**config.mk**
```make
export PLATFORM = sky130hd
export DESIGN_NAME = uart_rx
export DESIGN_NICKNAME = d
export VERILOG_FILES = /design/src/rtl/uart_pkg.sv /design/src/rtl/uart_rx_sync.sv /design/src/rtl/uart_rx.sv
export SDC_FILE = /design/constraint.sdc
export NUM_CORES = 1
export LEC_CHECK = 0
export CAP_MARGIN = 0
export CORE_ASPECT_RATIO = 0.5
export CORE_MARGIN = 10
export CORE_UTILIZATION = 45
export CTS_CLUSTER_SIZE = 10
export DETAILED_ROUTE_END_ITERATION = 8
export PLACE_DENSITY_LB_ADDON = 0.05
export SETUP_SLACK_MARGIN = 0.3
export SKIP_LAST_GASP = 1
export SLEW_MARGIN = 20
export SYNTH_ARGS = -nofsm -noshare
export SYNTH_HDL_FRONTEND = slang
export SYNTH_SLANG_ARGS = --single-unit
```
**constraint.sdc**
```tcl
create_clock -name clk -period 1.8 [get_ports clk]
set_input_delay 0.45 -clock clk [delete_from_list [all_inputs] [get_ports clk]]
set_output_delay 0.45 -clock clk [all_outputs]
set_load 0.02 [all_outputs]
```
**src/rtl/uart_pkg.sv**
```systemverilog
// UART receiver shared constants and FSM encoding.
// Defaults give 2604 clocks per bit at 50 MHz / 19200 baud.
package uart_pkg;

  localparam int CLK_FREQ    = 50_000_000;
  localparam int BAUD        = 19200;
  localparam int BIT_CYCLES  = CLK_FREQ / BAUD;
  localparam int HALF_CYCLES = BIT_CYCLES / 2;

  typedef enum logic [1:0] {
    IDLE,
    START,
    DATA,
    STOP
  } state_t;

endpackage

```
**src/rtl/uart_rx_sync.sv**
```systemverilog
// Two-flop synchronizer for the serial line plus falling-edge detect.
// Edges are only reported once the line has been seen high after reset.
module uart_rx_sync (
  input  logic clk,
  input  logic rst_n,
  input  logic din,
  output logic rxd,
  output logic fall
);

  logic       s1;
  logic       s2;
  logic       prev;
  logic [1:0] fill;
  logic       armed;

  always_ff @(posedge clk or negedge rst_n) begin
    if (!rst_n) begin
      s1    <= 1'b1;
      s2    <= 1'b1;
      prev  <= 1'b1;
      fill  <= 2'b00;
      armed <= 1'b0;
    end else begin
      s1   <= din;
      s2   <= s1;
      prev <= s2;
      fill <= {fill[0], 1'b1};
      // a frame cut by reset stays ignored until the line idles high
      if (fill[1] && s2)
        armed <= 1'b1;
    end
  end

  assign rxd  = s2;
  assign fall = armed & prev & ~s2;

endmodule

```
**src/rtl/uart_rx.sv**
```systemverilog
// 8N1 UART receiver: start-bit qualify at half bit, then
// single mid-bit samples for 8 data bits and the stop bit.
module uart_rx #(
  parameter int CLK_FREQ = uart_pkg::CLK_FREQ,
  parameter int BAUD     = uart_pkg::BAUD
) (
  input  logic       clk,
  input  logic       rst_n,
  input  logic       din,
  output logic [7:0] dout,
  output logic       dout_vld
);

  import uart_pkg::*;

  localparam int BIT_N  = CLK_FREQ / BAUD;
  localparam int HALF_N = BIT_N / 2;
  localparam int CW     = $clog2(BIT_N);

  localparam logic [CW-1:0] BIT_END  = CW'(BIT_N - 1);
  localparam logic [CW-1:0] HALF_END = CW'(HALF_N - 1);

  state_t          state;
  logic [CW-1:0]   cnt;
  logic [7:0]      shreg;
  logic [2:0]      idx;
  logic            rxd;
  logic            fall;

  uart_rx_sync u_sync (
    .clk   (clk),
    .rst_n (rst_n),
    .din   (din),
    .rxd   (rxd),
    .fall  (fall)
  );

  always_ff @(posedge clk or negedge rst_n) begin
    if (!rst_n) begin
      state    <= IDLE;
      cnt      <= '0;
      shreg    <= '0;
      idx      <= '0;
      dout     <= '0;
      dout_vld <= 1'b0;
    end else begin
      dout_vld <= 1'b0;
      unique case (state)
        IDLE: begin
          cnt <= '0;
          if (fall)
            state <= START;
        end
        START: begin
          if (cnt == HALF_END) begin
            cnt   <= '0;
            idx   <= '0;
            state <= rxd ? IDLE : DATA;
          end else begin
            cnt <= cnt + 1'b1;
          end
        end
        DATA: begin
          if (cnt == BIT_END) begin
            cnt   <= '0;
            shreg <= {rxd, shreg[7:1]};
            idx   <= idx + 3'd1;
            if (idx == 3'd7)
              state <= STOP;
          end else begin
            cnt <= cnt + 1'b1;
          end
        end
        STOP: begin
          // back to IDLE at mid stop bit so the next start is caught
          if (cnt == BIT_END) begin
            cnt   <= '0;
            state <= IDLE;
            if (rxd) begin
              dout     <= shreg;
              dout_vld <= 1'b1;
            end
          end else begin
            cnt <= cnt + 1'b1;
          end
        end
        default: state <= IDLE;
      endcase
    end
  end

endmodule

```
==> summary.txt <==
Finish
  • Final net count: 191
  • Ant diodes: 0
  • P&R area growth vs syn: 33.3%
  • # fillers: 312
  • Share of layout cells above drive strength 1: 35.1%

CTS
  • Clock Latency Late Sink: 0.28 ns
  • Reg clk slew, reported paths: 0.08 ns
  • Num CTS Buffers: 5
  • Clock root buffer: clkbuf_8
  • Sink Count: 40
  • CTS tree: yes
  • H-tree depth: 2
  • CTS Buffer Depth: 2

Yosys
  • Post-Syn Nets: 155
  • Synth area leaders: dfrtp_1 52%, mux2_2 10%, dfstp_2 4.4%
  • #FFs+latches synth: 40
  • Post-synth EDFFs: 0
  • Synth top area share: 52.0%
  • Synth area leader: dfrtp_1
  • Top post-synthesis cells by count: 37 x dfrtp_1, 18 x nor2_1, 16 x mux2_2
  • Post-synthesis sequential area ratio: 56.4%
  • Yosys warns: 0
  • Asr flop ratio synth: 100%
  • Dominant synthesized flop cell: dfrtp_1
  • Top-count cell post-synth: dfrtp_1
  • Post-synthesis cell type count: 37
  • Mapped Cells: 148
  • Syn avg cell area: 12.0 um2
  • Synthesized area: 1780 um2

Worst setup path
  • Slowest stage delay, CP: 0.39 ns
  • Kind of critical path: register to register
  • Cells along the critical path: ha_4 -> and4b_1 -> and4b_2 -> nand4_4 -> mux2_4
  • Buf+Inv Stages, Crit Path: 0
  • Nature of the critical path startpoint: register
  • Maximum fanout along the worst path: 8
  • Worst EP arrival: 1.86 ns
  • Critical path's top delay family: simple AND/OR/NAND/NOR gates
  • Slowest cell on crit path: dfrtp_1
  • CP Capture Type: register
  • Worst EP required: 1.97 ns

Place
  • Final Wtd Congestion: 0.742
  • Dpl hpwl: 2310 um
  • Port buffer count: 11

STA
  • Crit share post-route: 93.9%
  • Worst Skew: 0.00755 ns
  • Endpoints failing setup: 0
  • TNS Setup: 0 ns
  • Tmin final: 1.69 ns
  • Max-slew violations: 0
  • RSZ-0062 raised after global routing: yes
  • Fmax: 592 MHz
  • Final hold violation count: 0

Routing
  • Drt total wl: 3420 um
  • Met2 WL: 1520 um
  • Met3 wire len: 155 um
  • Drt wl/cell: 14.3 um
  • Met1 WL: 1740 um
  • Vias: 1185
  • ANT nets after route: 0
  • Drt pass-1 iters: 4
  • Drc violations: 0
  • Initial DRC Count: 12
  • Vias per cell: 4.96
  • Top Layer Used: met4

GRT
  • Total GRT Usage: 10.9%
  • First-pass GRT wire length: 6260 um
  • Largest net degree at the start of global routing: 25
  • Vias in the first global route: 1291
  • GR Overflow Total: 0
  • Initial antenna violation count: 0

Power
  • Maximum VDD drop: 0.494 mV
  • Overall power: 2240 uW
  • PwrDens: 944 nW/um2
  • P_leak: 0.00115 uW

Floorplanning
  • DIE AREA: 7030 um2
  • Row Count: 16
  • Initial Utilization: 46.1%
  • I/O pin count: 12
  • Core Box Area: 3860 um2
  • Die width: 109 um
  • Die Y: 64.5 um

Run status
  • Status: finished clean

Worst hold path
  • Min-delay worst type: input pin to asynchronous set/reset pin

Run
  • Max-cap violations: 0
## where the power goes
part           switching, uW  leakage (uW)  total (uW)  internal (uW)
clock                    294     0.0000552         706            411
sequential              68.3      0.000527        1030            966
combinational            232      0.000566         501            269
total                    595       0.00115        2240           1650
## registers in the layout (all words and copies together) (netlist names), named ones only
register,cells
u_sync.fill,2
shreg,8
cnt,12
u_sync.prev,1
dout_vld,1
dout,8
idx,3
state,1
u_sync.s1,1
u_sync.armed,1
u_sync.rxd,1
## logic make-up (layout without fill, tap and decap cells)
group           after synthesis  in the layout  synth area share [%]
mux                          16             16                  10.1
simple gates                 56             56                  18.4
fa+ha+maj                     4              4                  2.81
buf+inv                      10             47                  2.95
other cells                   1              1                 0.211
xor+xnor                      9              9                  4.43
compound gates               12             12                  4.64
flops                        40             40                  56.4
## metal layers
metal / up-vias / GRT usage, %
met4: 0 / 2.45
li1: 594 / -
met2: 12 / 17.3
met3: 2 / 4.14
met1: 577 / 13.7
met5: - / 0
## worst paths after layout
path                       slack [ns]                   end                start  cells after the start
setup / recovery                 0.11   dout[5]$_DFFE_PN0P_     cnt[1]$_DFF_PN0_                      5
hold / removal                   0.09  shreg[0]$_DFFE_PN0P_                rst_n                      1
setup reg to reg                 0.11   dout[5]$_DFFE_PN0P_     cnt[1]$_DFF_PN0_                      5
hold reg to reg                  0.36  u_sync.rxd$_DFF_PN1_  u_sync.s1$_DFF_PN1_                      0
max in group asynchronous        1.16   u_sync.s1$_DFF_PN1_                rst_n                      2
min in group clk                 0.36  u_sync.rxd$_DFF_PN1_  u_sync.s1$_DFF_PN1_                      0
## timing repair
item	CTS	global route
cloned	1	0
buffers inserted	8	1
pin swaps	3	4
setup endpoints to repair	41	33
resized for setup	27	5
hold buffers	0	0
## stage by stage
| stage | area [um2] | hold WS [ns] | std cells | worst slack (ns) | utilization (%) |
|---|---|---|---|---|---|
| floorplan | 1870 | 0.154 | 148 | 0.104 | - |
| global placement | 2120 | 0.332 | 221 | 0.0931 | 54.8 |
| detailed placement | 2120 | 0.344 | 221 | 0.0602 | 54.8 |
| CTS | 2350 | 0.0850 | 238 | 0.0930 | 60.9 |
| global route | 2370 | 0.104 | 239 | 0.0252 | 61.4 |
| finish | 2370 | 0.0857 | 239 | 0.110 | 61.4 |
## cell type report
type	count	area, um2	share of cell area [%]
clock inverter	2	35.0	1.48
sequential	40	1010	42.4
multi-input combinational	98	857	36.1
timing repair buffer	36	324	13.7
inverter	3	11.3	0.474
clock buffer	6	72.6	3.06
tap	54	67.6	2.85
## layout by cell type, fill, tap and decap left out, types with 3 or more instances in the layout
cell and n:
xnor2_1 7, nand4_1 3, dfstp_2 3, buf_4 17
dfrtp_1 36, dlygate4sd2_1 9, clkbuf_8 5, buf_6 6
nand2_1 7, nor2_1 18, mux2_4 16, nand3_1 5
a21oi_1 3
Power figures use the tool's default switching activity.
